$ cat config.mk
export PLATFORM = sky130hd
export DESIGN_NAME = mult32x32_issue
export DESIGN_NICKNAME = d
export VERILOG_FILES = /design/src/rtl/mult32x32_pkg.sv /design/src/rtl/mult32x32_opfifo.sv /design/src/rtl/mult32x32_issue.sv
export SDC_FILE = /design/constraint.sdc
export NUM_CORES = 1
export LEC_CHECK = 0
export CAP_MARGIN = 40
export CORE_UTILIZATION = 45
export CTS_CLUSTER_SIZE = 25
export DETAILED_ROUTE_END_ITERATION = 8
export GPL_ROUTABILITY_DRIVEN = 0
export PLACE_DENSITY = 0.77
export SETUP_SLACK_MARGIN = 0.15
export SLEW_MARGIN = 30
export SYNTH_ARGS = -nofsm -noshare
export SYNTH_HDL_FRONTEND = slang
export SYNTH_SLANG_ARGS = --single-unit
$ cat constraint.sdc
create_clock -name clk -period 8.95 [get_ports clk]
set_input_delay 1.3425 -clock clk [delete_from_list [all_inputs] [get_ports clk]]
set_output_delay 1.3425 -clock clk [all_outputs]
set_load 0.01 [all_outputs]
$ cat src/rtl/mult32x32_pkg.sv
// -----------------------------------------------------------------------------
// mult32x32_pkg
//
// Shared types and constants for the 32x32 multiplier issue front-end.
//   OPERAND_W      - width of each unsigned multiplier operand
//   PRODUCT_W      - width of the full, untruncated product
//   issue_state_t  - issue FSM states (IDLE, START, WAIT)
//   operand_pair_t - packed {a, b} operand pair held in the operand FIFO
// -----------------------------------------------------------------------------
package mult32x32_pkg;

    localparam int unsigned OPERAND_W = 32;
    localparam int unsigned PRODUCT_W = 64;

    typedef enum logic [1:0] {
        IDLE  = 2'd0,
        START = 2'd1,
        WAIT  = 2'd2
    } issue_state_t;

    typedef struct packed {
        logic [OPERAND_W-1:0] a;
        logic [OPERAND_W-1:0] b;
    } operand_pair_t;

endpackage

$ cat src/rtl/mult32x32_opfifo.sv
// -----------------------------------------------------------------------------
// mult32x32_opfifo
//
// Synchronous FIFO of operand pairs for the multiplier issue front-end.
// DEPTH must be a power of two and at least 2, so the read/write pointers wrap
// naturally at their own width.
//
// Ports:
//   clk        in   clock
//   reset      in   asynchronous, active-high reset; empties the FIFO
//   push       in   write push_data this cycle (ignored when full)
//   push_data  in   operand pair to store
//   pop        in   drop the head entry this cycle (ignored when empty)
//   pop_data   out  head entry, valid whenever empty is low
//   full       out  no free entries
//   empty      out  no stored entries
//   count      out  current occupancy, 0..DEPTH
// -----------------------------------------------------------------------------
module mult32x32_opfifo
    import mult32x32_pkg::*;
#(
    parameter int unsigned DEPTH = 2,
    localparam int unsigned PTR_W = $clog2(DEPTH),
    localparam int unsigned CNT_W = $clog2(DEPTH + 1)
) (
    input  logic          clk,
    input  logic          reset,
    input  logic          push,
    input  operand_pair_t push_data,
    input  logic          pop,
    output operand_pair_t pop_data,
    output logic          full,
    output logic          empty,
    output logic [CNT_W-1:0] count
);

    operand_pair_t      mem [DEPTH];
    logic [PTR_W-1:0]   wr_ptr;
    logic [PTR_W-1:0]   rd_ptr;
    logic [CNT_W-1:0]   count_q;
    logic               do_push;
    logic               do_pop;

    assign full  = (count_q == CNT_W'(DEPTH));
    assign empty = (count_q == '0);
    assign count = count_q;

    // Guard against misuse so the occupancy can never over/underflow.
    assign do_push = push && !full;
    assign do_pop  = pop && !empty;

    assign pop_data = mem[rd_ptr];

    // Storage carries no reset; stale entries are unreachable once empty.
    always_ff @(posedge clk) begin
        if (do_push) begin
            mem[wr_ptr] <= push_data;
        end
    end

    always_ff @(posedge clk or posedge reset) begin
        if (reset) begin
            wr_ptr  <= '0;
            rd_ptr  <= '0;
            count_q <= '0;
        end else begin
            if (do_push) begin
                wr_ptr <= wr_ptr + PTR_W'(1);
            end
            if (do_pop) begin
                rd_ptr <= rd_ptr + PTR_W'(1);
            end
            // Simultaneous push and pop leaves the occupancy unchanged.
            case ({do_push, do_pop})
                2'b10:   count_q <= count_q + CNT_W'(1);
                2'b01:   count_q <= count_q - CNT_W'(1);
                default: count_q <= count_q;
            endcase
        end
    end

endmodule

$ cat src/rtl/mult32x32_issue.sv
// -----------------------------------------------------------------------------
// mult32x32_issue
//
// Streaming front-end for the 32x32 sequential multiplier. Operand pairs are
// accepted on a valid/ready interface into a small FIFO, launched one at a
// time into the multiplier with a single-cycle start pulse, and the 64-bit
// product is captured into an output register presented on a valid/ready
// result interface with backpressure. Results leave in acceptance order.
//
// Ports:
//   clk           in   clock
//   reset         in   asynchronous, active-high reset (shared with multiplier)
//   in_valid      in   operand pair valid
//   in_ready      out  FIFO not full; pair accepted on in_valid & in_ready
//   in_a, in_b    in   unsigned 32-bit operands
//   out_valid     out  out_product holds an unconsumed result
//   out_ready     in   consumer accepts; transfer on out_valid & out_ready
//   out_product   out  64-bit product A*B
//   mult_start    out  one-cycle start pulse to the multiplier FSM
//   mult_a/mult_b out  operands to the multiplier, stable from START to capture
//   mult_busy     in   multiplier busy
//   mult_product  in   multiplier product register
// -----------------------------------------------------------------------------
module mult32x32_issue
    import mult32x32_pkg::*;
#(
    parameter int unsigned DEPTH = 2
) (
    input  logic                 clk,
    input  logic                 reset,
    input  logic                 in_valid,
    output logic                 in_ready,
    input  logic [OPERAND_W-1:0] in_a,
    input  logic [OPERAND_W-1:0] in_b,
    output logic                 out_valid,
    input  logic                 out_ready,
    output logic [PRODUCT_W-1:0] out_product,
    output logic                 mult_start,
    output logic [OPERAND_W-1:0] mult_a,
    output logic [OPERAND_W-1:0] mult_b,
    input  logic                 mult_busy,
    input  logic [PRODUCT_W-1:0] mult_product
);

    localparam int unsigned CNT_W = $clog2(DEPTH + 1);

    issue_state_t          state;
    operand_pair_t         op_q;
    logic                  mult_start_q;
    logic                  out_valid_q;
    logic [PRODUCT_W-1:0]  out_product_q;

    operand_pair_t         fifo_in;
    operand_pair_t         fifo_head;
    logic                  fifo_push;
    logic                  fifo_pop;
    logic                  fifo_full;
    logic                  fifo_empty;
    logic [CNT_W-1:0]      fifo_count;

    logic                  out_free;
    logic                  capture;

    // ------------------------------------------------------------------
    // Operand FIFO
    // ------------------------------------------------------------------
    assign in_ready    = !fifo_full;
    assign fifo_push   = in_valid && in_ready;
    assign fifo_in.a   = in_a;
    assign fifo_in.b   = in_b;

    mult32x32_opfifo #(
        .DEPTH (DEPTH)
    ) u_opfifo (
        .clk       (clk),
        .reset     (reset),
        .push      (fifo_push),
        .push_data (fifo_in),
        .pop       (fifo_pop),
        .pop_data  (fifo_head),
        .full      (fifo_full),
        .empty     (fifo_empty),
        .count     (fifo_count)
    );

    // ------------------------------------------------------------------
    // Capture and pop decisions
    // ------------------------------------------------------------------
    // The output register can take a new product if it is empty or is being
    // drained this very cycle.
    assign out_free = !out_valid_q || out_ready;

    // The multiplier only updates its product while busy, so a finished
    // product stays valid for as long as the output is blocked.
    assign capture  = (state == WAIT) && !mult_busy && out_free;

    always_comb begin
        fifo_pop = 1'b0;
        case (state)
            IDLE:    fifo_pop = !fifo_empty;
            WAIT:    fifo_pop = capture && !fifo_empty;
            default: fifo_pop = 1'b0;
        endcase
    end

    // ------------------------------------------------------------------
    // Issue FSM with operand and output registers
    // ------------------------------------------------------------------
    always_ff @(posedge clk or posedge reset) begin
        if (reset) begin
            state         <= IDLE;
            op_q          <= '0;
            mult_start_q  <= 1'b0;
            out_valid_q   <= 1'b0;
            out_product_q <= '0;
        end else begin
            mult_start_q <= 1'b0;

            // Operands change only on a pop, which happens in IDLE or at the
            // capture cycle, so they are stable from START through capture.
            if (fifo_pop) begin
                op_q <= fifo_head;
            end

            // A capture in the same cycle as a consume keeps out_valid high
            // with the new product.
            if (capture) begin
                out_product_q <= mult_product;
                out_valid_q   <= 1'b1;
            end else if (out_valid_q && out_ready) begin
                out_valid_q <= 1'b0;
            end

            case (state)
                IDLE: begin
                    if (!fifo_empty) begin
                        state        <= START;
                        mult_start_q <= 1'b1;
                    end
                end
                START: begin
                    state <= WAIT;
                end
                WAIT: begin
                    if (capture) begin
                        if (!fifo_empty) begin
                            state        <= START;
                            mult_start_q <= 1'b1;
                        end else begin
                            state <= IDLE;
                        end
                    end
                end
                default: begin
                    state <= IDLE;
                end
            endcase
        end
    end

    // Occupancy and the full/empty flags are derived from the same counter
    // and must always agree.
    always_ff @(posedge clk) begin
        if (!reset) begin
            assert ((fifo_empty == (fifo_count == '0)) &&
                    (fifo_full == (fifo_count == CNT_W'(DEPTH))));
        end
    end

    assign mult_start  = mult_start_q;
    assign mult_a      = op_q.a;
    assign mult_b      = op_q.b;
    assign out_valid   = out_valid_q;
    assign out_product = out_product_q;

endmodule

==> results.toml <==
[setup_path]
path_cells = "clkdlybuf4s50_1 -> nor2b_1 -> o21ai_4 -> buf_4 -> and2_2 -> buf_4 -> a21oi_1"
start_kind = "input pin"
required_ps = 9320
slowest_delay_ps = 640
slowest_stage = "and2_2"
critPathMaxFanout = 67
r2r_setup_slack_ps = 6140
end_kind = "flop"
r2r-end = "mult_a[3]"
r2r_cells = 6
crit_type = "input pin to flop"
r2r-start = "out_valid"
cp.arrival_ps = 3990
worst_path_most_repeated_cell = "buf_4"
crit_start = "out_ready"

[route]
viasPerCell = 5.10
drc_errors = 0
dr.pass1.iters = 5
vias = 5836
initialDrtViolationCount = 288
wl_per_cell_um = 19.2
wirelength_mm = 21.9
antenna_left = 0

[floorplan]
rows = 53
fp.coreArea_mm2 = 0.0210
fp.dieArea_mm2 = 0.0219
start_util_pct = 45.9
io_pins = 264
die_width_um = 148
die_y_um = 148

[synth]
synth_top_area_cell = "edfxtp_1"
synth_area_mm2 = 0.00961
netlist_instances = 579
synth_commonest_cells = "136 x dfrtp_1, 128 x a21oi_1, 128 x edfxtp_1, 65 x mux2i_1, 64 x mux2_1"
synth-async-reset-ratio_pct = 51.5
yosysUniqueCellTypes = 22
synth_seq_cells = 264
ys.flop_type = "dfrtp_1"
netlist_top_cells_area = "edfxtp_1 40%, dfrtp_1 35%, mux2_1 7.5%, mux2i_1 6.8%, a21oi_1 6.7%"
synth_fp_nets = 713
syn_avg_cell_area_um2 = 16.6
ys_warn_count = 0
ys_seq_area_share_pct = 75.4
synth_top_area_share_pct = 40.0
synth-edff-count = 128
yosysMostFrequentCell = "dfrtp_1"

[cts]
cts_sinks = 264
htreeDepth = 1
cts_resized = 0
cts_setup_buffers = 0
cts_tree = "yes"
path_clk_slew_ps = 60
cts_hold_buf = 0
cts-buffers-inserted = 28
cts-root-buf = "clkbuf_16"
clockBufferDepth = 3
clk_latency_ps = 530

[sta]
fin_worst_skew_ps = 13.8
relSlewSlack_pct = 46.5
setup_viol = 0
post-route-period-util_pct = 40.4
final_hold_viol_count = 0
period_needed_ps = 3620
tns_ps = 0
fmax_mhz = 276
rsz0062_at_grt = "no"
worst_pin_slew_ps = 802
drv_slew = 0

[placement]
place.port_buffers = 263
dpl-instance-area_mm2 = 0.0125
detailed_place_hpwl_mm = 14.1

[final_layout]
nets = 981
n_fill_cell = 1547
final_area_mm2 = 0.0135
layout-drive-gt1-share_pct = 7.36
area_growth_pct = 40.6
n_antenna_cell = 0

[grt]
antenna_found_initial = 1
track_usage_pct = 20.0
grt_remaining_overflow = 0
grt_max_degree = 78
grt_pass1_wl_mm = 34.0
grt_pass1_vias = 6242

[power]
peakVddDrop_v = 0.000210
power_density_mw_per_mm2 = 368
p_leak_nw = 5.25

[hold_path]
hold_path_class = "flop to flop"
min_to = "out_product[27]"
worstHoldPathCells = 1
hp-start = "out_product[27]"

[status]
status = "complete, no violations"

[run]
maxCapViolCount = 0
[cell type report]
| cell class | instances | area (um^2) | area share, % |
|---|---|---|---|
| clock buffer | 40 | 828 | 6.13 |
| clock inverter | 12 | 140 | 1.04 |
| inverter | 1 | 8.76 | 0.0648 |
| multi-input combinational | 279 | 2190 | 16.2 |
| sequential | 264 | 7250 | 53.6 |
| tap | 275 | 344 | 2.55 |
| timing repair buffer | 273 | 2750 | 20.4 |
[critical path: cells and delay by family]
kind	cells	cell delay, ps
AO/OA/AOI/OAI	2	270
buffers and inverters	3	1610
AND/OR/NAND/NOR	2	720
[worst max-delay path by stage]
stage | end | slack, ps | cells past startpoint
floorplan | mult_a[0] | 3970 | 1
global route | mult_b[19] | 5210 | 7
detailed placement | mult_b[5] | 4800 | 7
CTS | mult_b[5] | 5360 | 7
global placement | u_opfifo.rd_ptr | 4860 | 7
finish | mult_a[3] | 5330 | 7
[power by group]
part	switching [mW]	internal, mW
clock network	0.456	0.729
registers	0.253	1.76
logic	0.863	0.920
total	1.57	3.41
[layout by cell type, fill, tap and decap left out, types with 2 or more instances in the layout]
cell type,netlist,layout
clkbuf_1,4,6
buf_4,1,7
nor2_1,4,2
inv_6,0,2
nor2_4,0,2
nand2_1,2,2
clkinv_2,0,6
xor2_1,2,2
mux2_1,64,64
and2_1,3,2
clkdlybuf4s50_1,0,263
mux2i_1,65,65
edfxtp_1,128,128
a21oi_1,128,128
dfrtp_1,136,135
bufinv_16,0,3
buf_12,0,2
clkbuf_8,0,4
xnor2_1,3,3
clkbuf_16,0,30
[state kept, by name, summed over array words and instances (netlist names)]
name / cells
u_opfifo.mem: 128
out_product: 64
mult_a: 32
mult_b: 32
state: 2
u_opfifo.count: 2
mult_start: 1
out_valid: 1
u_opfifo.rd_ptr: 1
u_opfifo.wr_ptr: 1
[kinds of logic (layout without fill, tap and decap cells)]
kind of cell | count (synthesis) | count (layout) | share of synthesized area, %
DFF | 264 | 264 | 75.4
xor gates and xnor gates | 5 | 5 | 0.456
buffers and inverters | 36 | 326 | 2.16
and+or+nand+nor | 15 | 15 | 0.885
muxes | 129 | 129 | 14.3
adders and majority gates | 1 | 1 | 0.130
AOI/OAI and AO/OA | 129 | 129 | 6.72
[stage by stage]
step	std cells	utilization [%]	setup WS, ps	power (mW)	hold slack (ps)
2_1_floorplan	579	-	3970	2.89	457
3_3_place_gp	1089	59.6	4860	3.76	473
3_5_place_dp	1090	59.7	4800	3.83	480
4_1_cts	1142	64.3	5360	5.03	494
5_1_grt	1144	64.5	5210	5.27	502
6_report	1144	64.5	5330	4.98	486
[per-layer routing]
layer  routed length, um  global-route usage, %  vias to the layer above
li1                    -                      -                     2676
met1                8860                   25.7                     2874
met2               10800                   33.6                      241
met3                1810                   5.25                       43
met4                 466                   5.36                        2
met5                  11                      0                        -
(Power assumes the default switching activity.)
